<file path="src/rtl/mem_copy_engine.sv">
// Block copy initiator: streams words from the read port to the write port through one pipeline register.
// Optional macro DESCEND_EN: descending copy when dst > src, for overlap-safe forward moves.
module mem_copy_engine #(
  parameter int WIDTH = 64,
  parameter int DEPTH = 4
) (
  input  logic             clk_i,
  input  logic             rst_i,
  input  logic             start_i,
  input  logic [DEPTH-1:0] src_i,
  input  logic [DEPTH-1:0] dst_i,
  input  logic [DEPTH:0]   len_i,
  output logic             busy_o,
  output logic             done_o,
  output logic [DEPTH:0]   count_o,
  output logic             rd_en_o,
  output logic [DEPTH-1:0] addr_rd_o,
  input  logic [WIDTH-1:0] data_rd_i,
  output logic             wr_en_o,
  output logic [DEPTH-1:0] addr_wr_o,
  output logic [WIDTH-1:0] data_wr_o
);

  typedef enum logic [1:0] {IDLE, READ, DRAIN, DONE} state_t;

  localparam logic [DEPTH:0] MAX_LEN = (DEPTH+1)'(1) << DEPTH;

  state_t           state_q;
  logic             desc_q;
  logic [DEPTH:0]   remain_q;
  logic [DEPTH-1:0] wr_ptr_q;
  logic             busy_q, done_q, rd_en_q, wr_en_q;
  logic [DEPTH:0]   count_q;
  logic [DEPTH-1:0] addr_rd_q, addr_wr_q;
  logic [WIDTH-1:0] data_wr_q;

  logic [DEPTH:0]   len_d;
  logic             desc_d;
  logic [DEPTH-1:0] len_m1_d, rd_start_d, wr_start_d;
  logic [DEPTH-1:0] rd_next_d, wr_next_d;

  assign len_d = (len_i > MAX_LEN) ? MAX_LEN : len_i;

`ifdef DESCEND_EN
  assign desc_d = (dst_i > src_i);
`else
  assign desc_d = 1'b0;
`endif

  // Descending copies begin at the last word of each block.
  assign len_m1_d   = len_d[DEPTH-1:0] - 1'b1;
  assign rd_start_d = desc_d ? src_i + len_m1_d : src_i;
  assign wr_start_d = desc_d ? dst_i + len_m1_d : dst_i;
  assign rd_next_d  = desc_q ? addr_rd_q - 1'b1 : addr_rd_q + 1'b1;
  assign wr_next_d  = desc_q ? wr_ptr_q - 1'b1 : wr_ptr_q + 1'b1;

  always_ff @(posedge clk_i or posedge rst_i) begin
    if (rst_i) begin
      state_q   <= IDLE;
      desc_q    <= 1'b0;
      remain_q  <= '0;
      wr_ptr_q  <= '0;
      busy_q    <= 1'b0;
      done_q    <= 1'b0;
      rd_en_q   <= 1'b0;
      wr_en_q   <= 1'b0;
      count_q   <= '0;
      addr_rd_q <= '0;
      addr_wr_q <= '0;
      data_wr_q <= '0;
    end else begin
      case (state_q)
        IDLE: begin
          if (start_i) begin
            desc_q   <= desc_d;
            count_q  <= '0;
            busy_q   <= 1'b1;
            wr_ptr_q <= wr_start_d;
            if (len_d == '0) begin
              done_q  <= 1'b1;
              state_q <= DONE;
            end else begin
              rd_en_q   <= 1'b1;
              addr_rd_q <= rd_start_d;
              remain_q  <= len_d - 1'b1;
              state_q   <= READ;
            end
          end
        end
        READ: begin
          count_q   <= count_q + {{DEPTH{1'b0}}, wr_en_q};
          data_wr_q <= data_rd_i;
          wr_en_q   <= 1'b1;
          addr_wr_q <= wr_ptr_q;
          wr_ptr_q  <= wr_next_d;
          if (remain_q == '0) begin
            rd_en_q   <= 1'b0;
            addr_rd_q <= '0;
            state_q   <= DRAIN;
          end else begin
            addr_rd_q <= rd_next_d;
            remain_q  <= remain_q - 1'b1;
          end
        end
        DRAIN: begin
          // The final word was written during this cycle.
          count_q   <= count_q + {{DEPTH{1'b0}}, wr_en_q};
          wr_en_q   <= 1'b0;
          addr_wr_q <= '0;
          data_wr_q <= '0;
          done_q    <= 1'b1;
          state_q   <= DONE;
        end
        DONE: begin
          done_q  <= 1'b0;
          busy_q  <= 1'b0;
          state_q <= IDLE;
        end
        default: state_q <= IDLE;
      endcase
    end
  end

  assign busy_o    = busy_q;
  assign done_o    = done_q;
  assign count_o   = count_q;
  assign rd_en_o   = rd_en_q;
  assign addr_rd_o = addr_rd_q;
  assign wr_en_o   = wr_en_q;
  assign addr_wr_o = addr_wr_q;
  assign data_wr_o = data_wr_q;

endmodule

</file>
<file path="config.mk">
export PLATFORM = sky130hd
export DESIGN_NAME = mem_copy_engine
export DESIGN_NICKNAME = d
export VERILOG_FILES = /design/src/rtl/mem_copy_engine.sv
export SDC_FILE = /design/constraint.sdc
export NUM_CORES = 1
export LEC_CHECK = 0
export CAP_MARGIN = 20
export CORE_MARGIN = 2
export CORE_UTILIZATION = 45
export CTS_BUF_LIST = sky130_fd_sc_hd__clkbuf_4
export DETAILED_ROUTE_END_ITERATION = 16
export PLACE_DENSITY = 0.94
export SYNTH_ARGS = -nofsm -noshare
export SYNTH_HDL_FRONTEND = slang
export SYNTH_SLANG_ARGS = --single-unit
</file>
<file path="constraint.sdc">
create_clock -name clk_i -period 8.48 [get_ports clk_i]
set_input_delay 1.272 -clock clk_i [delete_from_list [all_inputs] [get_ports clk_i]]
set_output_delay 1.272 -clock clk_i [all_outputs]
set_load 0.03 [all_outputs]
</file>
After elaboration in Yosys (flattened, before gate mapping)

Index checks and enable logic that the tools add are counted.

Output and inout port bits: 81
Register bits after elaboration: 92

Muxes and demuxes: 29
Add/subtract/negate cells: 5
Reductions and logical operators: 17
$lt $le $gt $ge: 1
Equality and inequality tests: 8

Operators with widths:

| operator                                         | count |
|---|---|
| one-hot mux 64 bit (2 select lines)              | 1 |
| 2-to-1 mux 5 bit                                 | 5 |
| one-hot mux 4 bit (2 select lines)               | 3 |
| one-hot mux 5 bit (2 select lines)               | 2 |
| 2-to-1 mux 4 bit                                 | 4 |
| logical NOT 5 bit                                | 2 |
| inequality test 2 bit, second input constant     | 5 |
| subtractor 5 x 1 -> 5 bit, second input constant | 2 |
| adder 4 x 1 -> 4 bit, second input constant      | 2 |
| one-hot mux 2 bit (4 select lines)               | 1 |
| AND reduction 2 bit                              | 4 |
| AND reduction 4 bit                              | 2 |
| nonzero test 2 bit                               | 4 |
| 2-to-1 mux 1 bit                                 | 6 |
| 2-to-1 mux 2 bit                                 | 3 |
| one-hot mux 1 bit (2 select lines)               | 3 |
| AND reduction 3 bit                              | 2 |
| adder 5 x 1 -> 5 bit                             | 1 |
| > comparator 5 bit, second input constant        | 1 |
| == test 2 bit, second input constant             | 2 |
| one-hot mux 1 bit (3 select lines)               | 1 |
| nonzero test 3 bit                               | 1 |
| == test 2 x 1 -> 1 bit, second input constant    | 1 |
| logical NOT 2 bit                                | 1 |
| OR reduction 2 bit                               | 1 |

Longest topological paths before layout

Gate-level depths: netlist (run 1).

Depth in word-level cells: 6
Depth in mapped cells: 10
Mapped depth without buffers: 8

Worst setup path after synthesis (run 1)

Ideal clock, no wire load.

Kind: in2reg
Start: input len_i[0]
End: register addr_rd_q[2], in the netlist addr_rd_o[2]
Buffers on the path: 1
Arrival time: 2316 ps
Stages on the path: 5
Setup slack: 6043 ps
Required time: 8359 ps
Library setup time: 121 ps
Cells stage by stage: nor3_1 -> nand3_1 -> and2_1 -> clkbuf_1 -> a22o_1

Longest elaborated chain between the ends: 5

RTL lines:

| element                                  | RTL line | source |
|---|---|---|
| start: declaration                       | 12       | `input logic [DEPTH:0] len_i,` |
| > comparator 5 bit                       | 42       | `assign len_d = (len_i > MAX_LEN) ? MAX_LEN : len_i;` |
| 2-to-1 mux 5 bit *                       | 42       |  |
| logical NOT 5 bit *                      | 79       | `if (len_d == '0) begin` |
| inequality test 2 bit (no source line) * | --       |  |
| AND reduction 3 bit (no source line) *   | --       |  |
| end signal: assignment                   | 84       | `addr_rd_q <= rd_start_d;` |
| end signal: assignment                   | 101      | `addr_rd_q <= rd_next_d;` |
| end: declaration                         | 34       | `logic [DEPTH-1:0] addr_rd_q, addr_wr_q;` |

Every way passes the cells marked *; elsewhere a longest branch is shown, timed or not.
A chain may end at the register's enable or synchronous reset.

Worst setup path after layout (run 1)

Start: input start_i
End: register remain_q[4]

Longest elaborated chain between the ends: 2

RTL lines:

| element                                | RTL line | source |
|---|---|---|
| start: declaration                     | 9        | `input logic start_i,` |
| inequality test 2 bit (no source line) | --       |  |
| AND reduction 4 bit (no source line)   | --       |  |
| end signal: assignment                 | 85       | `remain_q <= len_d - 1'b1;` |
| end signal: assignment                 | 102      | `remain_q <= remain_q - 1'b1;` |
| end: declaration                       | 30       | `logic [DEPTH:0] remain_q;` |

No other way between the ends.

==> metrics.yaml, run 1 <==
status: "finished, final reports clean"
fin_skew_ns: 0.01705
max_freq_mhz: 335.8
ir_drop_uv: 268.3
postCtsSetupRepairBufs: 0
crit_chain: "clkdlybuf4s50_1, nand2b_1, o21a_2, nand2_4, or4_1, o311ai_1"
overflow: 0
cpPeakStageDelay_ns: 0.57
maxCapViolCount: 0
grt_pass1_vias: 3726
antenna_found_initial: 0
rsz0062_at_grt: "false"
row_count: 34
path_clk_slew_ns: 0.14
drcViolationCount: 0
synth_area_um2: 4099
path_depth: 6
area_growth_pct: 44.60
wl_per_cell_um: 14.63
cts_tree: "done"
fin_crit_ns: 2.978
r2r-end: "remain_q[4]"
io_buffers: 160
power_leakage_nw: 2.628
cts_inserted_buffers: 9
via_per_inst: 5.057
hold_violations: 0
cellPowerDensity_nw_per_um2: 428.0
antenna_left: 0
r2r_slack_ns: 5.75
path_delay_family: "simple AND/OR/NAND/NOR gates"
totalPowerFinal_mw: 2.537
ys_types: 40
n_fill_cell: 667
synth_top_area_share: 0.5617
finalNonFillerCells: 715
routed_wl_um: 10460
relSlewSlack: 0.2949
die_y_um: 99.44
criticalPathCategory: "primary input to flip-flop"
synth_area_leader_cell: "dfrtp_1"
dp_hpwl_um: 7478
track_usage: 0.2119
final_nets: 691
clk_path_buf_depth: 2
setup_ws_ns: 5.502
layout-drive-gt1-share: 0.04942
core_area_um2: 8763
avgSynthCellArea_um2: 9.129
finalCritPeriodShare: 0.3511
first_iter_violations: 103
crit_path_end: "remain_q[4]"
synthCells: 449
end_kind: "flip-flop"
worstRegToRegCells: 8
dr.pass1.iters: 4
cts_sinks: 92
io_pins: 161
yosysWarningCount: 0
dieArea_um2: 9888
start_util: 0.4677
worstMarginPinSlew_ns: 1.058
slew_viol_final: 0
cp.required_ns: 8.81
synth_seq_cells: 92
ys_seq_area_frac: 0.5617
htree_levels: 3
insertion_delay_ns: 0.43
grt_max_degree: 93
ys_top_cells_by_area: "dfrtp_1, o21ai_0, inv_1"
placed_cells: 697
hp-class: "flip-flop to flip-flop"
critPathBufInv: 1
post-place-ws_ns: 5.039
cpMaxStageDelayCell: "clkdlybuf4s50_1"
vias: 3616
synth_nets: 538
diodes: 0
die_w_um: 99.44
crit_arrival_ns: 3.30
cts-resized-gates: 0
hold_buffers: 0
worstSetupStartpointType: "primary input"
path_max_fanout: 16
crit_start: "start_i"
grt_pass1_wl_um: 17040
fin_setup_tns_ns: 0
reg2reg_from: "state_q[1]"
cts_root_buf: "clkbuf_4"
gp_congestion: 0.9083
finalSetupViolations: 0
## synth_stat cells, drive strengths merged
master,number
o21bai,1
or3,2
and3,4
o21ai,82
nand2b,1
o22ai,3
buf,7
o22a,1
a31o,1
ha,9
a22o,6
xor2,1
dfrtp,92
mux2i,2
xnor2,2
a21oi,15
nor3b,3
nand2,78
o221ai,1
a21boi,1
nor2,10
a22oi,1
o311ai,1
or4,1
o32ai,3
mux2,1
inv,81
nand3,7
and2,1
a31oi,6
clkbuf,15
a32o,3
o21a,2
nor3,2
nor2b,3
## through the flow
stage	util	instance area, um^2	hold WS, ns
6_report	0.6763	5927	0.5315
3_5_place_dp	0.6576	5763	0.4955
2_1_floorplan	-	4099	0.5048
3_3_place_gp	0.6576	5763	0.5027
5_1_grt	0.6763	5927	0.5512
4_1_cts	0.6709	5879	0.5342
## layout make-up
cell class	instances	area, um^2	area share
flip-flops and latches	92	2302	0.3884
repair buffers	164	1664	0.2808
multi-input cells	254	1404	0.2369
inverters	81	305.3	0.05151
well taps	108	135.1	0.02280
clock buffers	10	75.07	0.01267
clock inverters	6	41.29	0.006966
## sequential cells by signal, indices dropped and copies added (netlist names)
signal,flops
addr_rd_o,4
addr_wr_o,4
busy_o,1
count_o,5
data_wr_o,64
done_o,1
rd_en_o,1
remain_q,5
state_q,2
wr_en_o,1
wr_ptr_q,4
## worst min-delay path: stages (launching register included)
cell and delay [ns]:
dfrtp_1 0.40, inv_1 0.05, o21ai_0 0.06
## power by group
part / leakage (nW) / total [mW] / internal [mW] / switching [mW]
combinational: 1.43 / 1.54 / 0.597 / 0.945
sequential: 1.14 / 0.786 / 0.652 / 0.134
clock: 0.0584 / 0.209 / 0.0630 / 0.146
total: 2.63 / 2.54 / 1.31 / 1.22
## logic make-up (layout without fill, tap and decap cells)
family / Yosys count / after routing / share of synthesized area
xor+xnor: 3 / 3 / 0.006411
simple gates: 112 / 112 / 0.1218
buf+inv: 103 / 261 / 0.09829
mux: 3 / 3 / 0.007631
compound gates: 127 / 127 / 0.1767
flops: 92 / 92 / 0.5617
fa+ha+maj: 9 / 9 / 0.02747
## routing by layer
layer | track usage | vias to the layer above | wire [um]
met5 | 0 | - | 0
met4 | 0.07060 | 0 | 90
met3 | 0.04849 | 10 | 737
met2 | 0.3571 | 125 | 5231
met1 | 0.2714 | 1719 | 4403
li1 | - | 1762 | -
## placed cells by master (no fill, tap or decap), drive strengths merged, types with 3 or more instances in the layout
cell type      netlist  routed
clkinv               0       4
o32ai                3       3
a32o                 3       3
clkinvlp             0       3
nor2b                3       3
a21oi               15      15
nor2                10      10
dfrtp               92      92
nand3                7       7
ha                   9       9
clkbuf              15      10
buf                  7       4
and3                 4       4
clkdlybuf4s50        0     160
o22ai                3       3
a22o                 6       6
a31oi                6       6
nand2               78      78
nor3b                3       3
inv                 81      80
o21ai               82      82
## worst min path at each step
stage | startpoint | end | slack [ns] | cells past startpoint
2_1_floorplan | remain_q[2] | remain_q[2] | 0.50 | 1
3_3_place_gp | done_o | done_o | 0.50 | 1
3_5_place_dp | done_o | done_o | 0.50 | 1
4_1_cts | done_o | done_o | 0.53 | 1
5_1_grt | done_o | done_o | 0.55 | 1
6_report | data_wr_o[14] | data_wr_o[14] | 0.53 | 2
Power figures use the tool's default switching activity.
==> run 2: changes to the inputs <==
Clock period 8.48 ns to 3 ns, I/O delays scaled along.
==> metrics.yaml, run 2 (same netlist as run 1, synthesis figures left out) <==
status: "finished, final reports clean"  # unchanged
cts_inserted_buffers: 9  # unchanged
area_growth_pct: 45.21  # was 44.60%
worstSetupStartpointType: "flip-flop"  # was primary input
largest_reg_flops: 64  # unchanged
fin_skew_ns: 0.01577  # was 0.01705 ns
insertion_delay_ns: 0.43  # about the same
fin_crit_ns: 2.344
slew_viol_final: 0  # unchanged
setup_ws_ns: 0.6564  # was 5.502 ns
worstMarginPinSlew_ns: 0.6461  # was 1.058 ns
wl_per_cell_um: 14.72  # was 14.63 um
first_iter_violations: 145  # was 103
clk_path_buf_depth: 2  # unchanged
relSlewSlack: 0.5693  # was 0.2949
hp-class: "primary input to async pin"  # was flip-flop to flip-flop
dp_hpwl_um: 7836  # was 7478 um
max_freq_mhz: 426.7
gp_congestion: 0.9325  # was 0.9083
maxCapViolCount: 0  # unchanged
postCtsSetupRepairBufs: 0  # unchanged
htree_levels: 3  # unchanged
die_y_um: 99.44  # unchanged
finalSetupViolations: 0  # unchanged
cts_tree: "done"  # unchanged
totalPowerFinal_mw: 7.243  # was 2.537 mW
io_buffers: 160  # unchanged
n_fill_cell: 654  # was 667
crit_arrival_ns: 2.67  # was 3.30 ns
final_nets: 694  # was 691
r2r-end: "remain_q[4]"  # unchanged
grt_pass1_vias: 3745  # was 3,726
path_max_fanout: 17  # was 16
final_common_cell: "clkdlybuf4s50_1"  # unchanged
power_leakage_nw: 2.651  # was 2.628 nW
stdcell_area_um2: 5952  # was 5927 um^2
r2r_slack_ns: 0.66  # was 5.75 ns
finalCritPeriodShare: 0.7812
io_pins: 161  # unchanged
via_per_inst: 5.149  # was 5.057
core_area_um2: 8763  # unchanged
layout-drive-gt1-share: 0.05246  # was 0.04942
antenna_found_initial: 0  # unchanged
cp.required_ns: 3.33  # was 8.81 ns
overflow: 0  # unchanged
dieArea_um2: 9888  # unchanged
die_w_um: 99.44  # unchanged
path_clk_slew_ns: 0.14  # about the same
track_usage: 0.2202  # was 0.2119
routed_wl_um: 10570  # was 10,460 um
diodes: 0  # unchanged
hold_buffers: 0  # unchanged
criticalPathCategory: "flip-flop to flip-flop"  # was primary input to flip-flop
antenna_left: 0  # unchanged
cts-resized-gates: 0  # unchanged
grt_pass1_wl_um: 17680  # was 17,040 um
hold_violations: 0  # unchanged
end_kind: "flip-flop"  # unchanged
rsz0062_at_grt: "false"  # unchanged
holdWs_ns: 0.3367  # was 0.5315 ns
place_area_um2: 5813  # was 5763 um^2
final_cell_mix: "clkdlybuf4s50_1, dfrtp_1, o21ai_0, inv_1, nand2_1"  # unchanged
grt_max_degree: 77  # was 93
start_util: 0.4677  # unchanged
post-place-ws_ns: 0.6840  # was 5.039 ns
worstRegToRegCells: 8  # unchanged
ir_drop_uv: 827.6  # was 268.3 uV
vias: 3697  # was 3,616
fin_setup_tns_ns: 0  # unchanged
cts_sinks: 92  # unchanged
reg2reg_from: "state_q[1]"  # unchanged
cellPowerDensity_nw_per_um2: 1217  # was 428.0 nW/um^2
drcViolationCount: 0  # unchanged
cts_root_buf: "clkbuf_4"  # unchanged
row_count: 34  # unchanged
dr.pass1.iters: 5  # was 4
[run 2: how the worst max path moves through the flow]
stage                     startpoint      endpoint  slack (ns)  depth (start not counted)
after global placement      len_i[4]   remain_q[4]        0.80                          7
after global routing      state_q[1]   remain_q[4]        0.43                          8
final                     state_q[1]   remain_q[4]        0.66                          8
after CTS                 state_q[1]   remain_q[4]        0.69                          8
after detailed placement    len_i[4]   remain_q[4]        0.68                          7
after floorplan                rst_i  addr_rd_o[0]        0.16                          1
[run 2: routing by layer]
metal	vias to the layer above	routed length [um]	GRT usage
li1	1768	-	-
met1	1744	4234	0.2711
met2	162	5324	0.3825
met3	23	815	0.05200
met4	0	197	0.07376
met5	-	0	0
[run 2: area by class of cell]
class | instances | area, um^2 | area share
clock inverter | 6 | 63.81 | 0.01072
clock buffer | 10 | 75.07 | 0.01261
multi-input combinational | 254 | 1404 | 0.2359
inverter | 81 | 305.3 | 0.05129
sequential | 92 | 2302 | 0.3868
timing repair buffer | 167 | 1667 | 0.2800
tap | 108 | 135.1 | 0.02270
[run 2: metrics by stage]
stage,instances,utilization
4_1_cts,718,0.6792
5_1_grt,718,0.6792
2_1_floorplan,449,-
6_report,718,0.6792
3_3_place_gp,702,0.6633
3_5_place_dp,702,0.6633
[run 2: power breakdown]
part / switching (mW) / total [mW] / internal, mW / leakage (nW)
Sequential: 0.381 / 2.22 / 1.84 / 1.14
Combinational: 2.67 / 4.35 / 1.67 / 1.44
Clock: 0.408 / 0.672 / 0.264 / 0.0744
[run 2: critical path, cell delays in order (launching register included)]
cell and delay (ns):
dfrtp_1 0.44, inv_1 0.10, ha_1 0.50, nor3b_1 0.12, a21oi_1 0.20, ha_1 0.23
nand3_1 0.13, or4_1 0.43, o311ai_1 0.10
==> run 3: changes to the inputs <==
Clock period 3 ns to 2.4 ns, I/O delays scaled along.
==> metrics.yaml, run 3 (same netlist as run 1, synthesis figures left out) <==
diodes: 0  # unchanged
cellPowerDensity_nw_per_um2: 1520  # was 1217 nW/um^2
routed_wl_um: 10800  # was 10,570 um
finalSetupViolations: 0  # unchanged
cts_inserted_buffers: 9  # unchanged
finalNonFillerCells: 718  # unchanged
io_buffers: 160  # unchanged
via_per_inst: 5.182  # was 5.149
slew_viol_final: 0  # unchanged
hp-class: "primary input to async pin"  # unchanged
antenna_left: 0  # unchanged
drcViolationCount: 0  # unchanged
grt_pass1_vias: 3698  # was 3,745
row_count: 34  # unchanged
dieArea_um2: 9888  # unchanged
die_w_um: 99.44  # unchanged
hold_violations: 0  # unchanged
totalPowerFinal_mw: 9.042  # was 7.243 mW
io_pins: 161  # unchanged
grt_pass1_wl_um: 17620  # was 17,680 um
gp_congestion: 0.8825  # was 0.9325
antenna_found_initial: 0  # unchanged
area_growth_pct: 45.09  # was 45.21%
start_util: 0.4677  # unchanged
layout-drive-gt1-share: 0.05410  # was 0.05246
rsz0062_at_grt: "false"  # unchanged
cts_root_buf: "clkbuf_4"  # unchanged
relSlewSlack: 0.5873  # was 0.5693
vias: 3721  # was 3,697
worstMarginPinSlew_ns: 0.6125  # was 0.6461 ns
maxCapViolCount: 0  # unchanged
end_kind: "flip-flop"  # unchanged
path_max_fanout: 13  # was 17
dp_hpwl_um: 8006  # was 7836 um
largest_reg_flops: 64  # unchanged
postCtsSetupRepairBufs: 0  # unchanged
wl_met2_um: 5218  # was 5324 um
worstRegToRegCells: 8  # unchanged
track_usage: 0.2224  # was 0.2202
first_iter_violations: 174  # was 145
n_fill_cell: 665  # was 654
dr.pass1.iters: 4  # was 5
core_area_um2: 8763  # unchanged
met1_length_um: 4551  # was 4234 um
criticalPathCategory: "flip-flop to flip-flop"  # unchanged
worstSetupStartpointType: "flip-flop"  # unchanged
htree_levels: 3  # unchanged
highest_layer: "met4"  # unchanged
fin_crit_ns: 2.139  # was 2.344 ns
insertion_delay_ns: 0.42  # was 0.43 ns
ir_drop_uv: 802.8  # was 827.6 uV
cts_tree: "done"  # unchanged
cp.required_ns: 2.74  # was 3.33 ns
finalCritPeriodShare: 0.8912  # was 0.7812
fin_setup_tns_ns: 0  # unchanged
fin_skew_ns: 0.01797  # was 0.01577 ns
path_clk_slew_ns: 0.14  # about the same
final_nets: 694  # unchanged
final_common_cell: "clkdlybuf4s50_1"  # unchanged
overflow: 0  # unchanged
cts_sinks: 92  # unchanged
status: "finished, final reports clean"  # unchanged
crit_arrival_ns: 2.48  # was 2.67 ns
wl_met3_um: 834  # was 815 um
final_cell_mix: "clkdlybuf4s50_1, dfrtp_1, o21ai_0, inv_1, nand2_1"  # unchanged
max_freq_mhz: 467.5  # was 426.7 MHz
power_leakage_nw: 2.635  # was 2.651 nW
grt_max_degree: 93  # was 77
clk_path_buf_depth: 2  # unchanged
wl_per_cell_um: 15.04  # was 14.72 um
die_y_um: 99.44  # unchanged
placed_cells: 702  # unchanged
## run 3: power breakdown
group,internal [mW],total (mW),leakage [nW],switching (mW)
logic,2.14,5.51,1.44,3.37
clock network,0.223,0.733,0.0600,0.510
registers,2.30,2.79,1.14,0.491
## run 3: timing repair
action	4_1_cts	5_1_grt
endpoints found under the setup margin	0	1
endpoints found under the hold margin	0	0
resized for setup	0	1
hold buffers	0	0
## run 3: final cells by class
class | instances | area (um^2) | area share
clock buffers | 10 | 75.07 | 0.01262
clock inverters | 6 | 41.29 | 0.006943
inverters | 81 | 307.8 | 0.05176
multi-input cells | 254 | 1406 | 0.2365
flip-flops and latches | 92 | 2302 | 0.3871
well taps | 108 | 135.1 | 0.02272
repair buffers | 167 | 1679 | 0.2823
## run 3: worst paths after layout
check / startpoint / end / slack [ns]
setup / recovery: state_q[1] / remain_q[4] / 0.26
hold / removal: rst_i / data_wr_o[21] / 0.41
setup reg to reg: state_q[1] / remain_q[4] / 0.26
hold reg to reg: done_o / done_o / 0.53
max in group asynchronous: rst_i / addr_rd_o[2] / 1.63
min in group clk_i: data_rd_i[20] / data_wr_o[20] / 0.47
## run 3: critical path: stages, from the launching register on
cell	delay (ns)
dfrtp_1	0.44
inv_1	0.10
ha_2	0.32
nor3b_1	0.10
a21oi_1	0.19
ha_1	0.24
nand3_1	0.14
or4_1	0.42
o311ai_1	0.09
## run 3: metrics by stage
step	hold slack [ns]	util	worst slack, ns	area [um^2]
3_5_place_dp	0.4914	0.6650	0.1714	5828
2_1_floorplan	0.4768	-	0.2462	4103
6_report	0.4077	0.6786	0.2611	5947
5_1_grt	0.4187	0.6786	0.06011	5947
4_1_cts	0.4042	0.6783	0.1509	5944
3_3_place_gp	0.4808	0.6650	0.2817	5828
## run 3: per-layer routing
layer,track usage,vias to the layer above
met2,0.3794,149
met3,0.05130,19
met5,0,-
met4,0.08325,0
li1,-,1775
met1,0.2769,1778
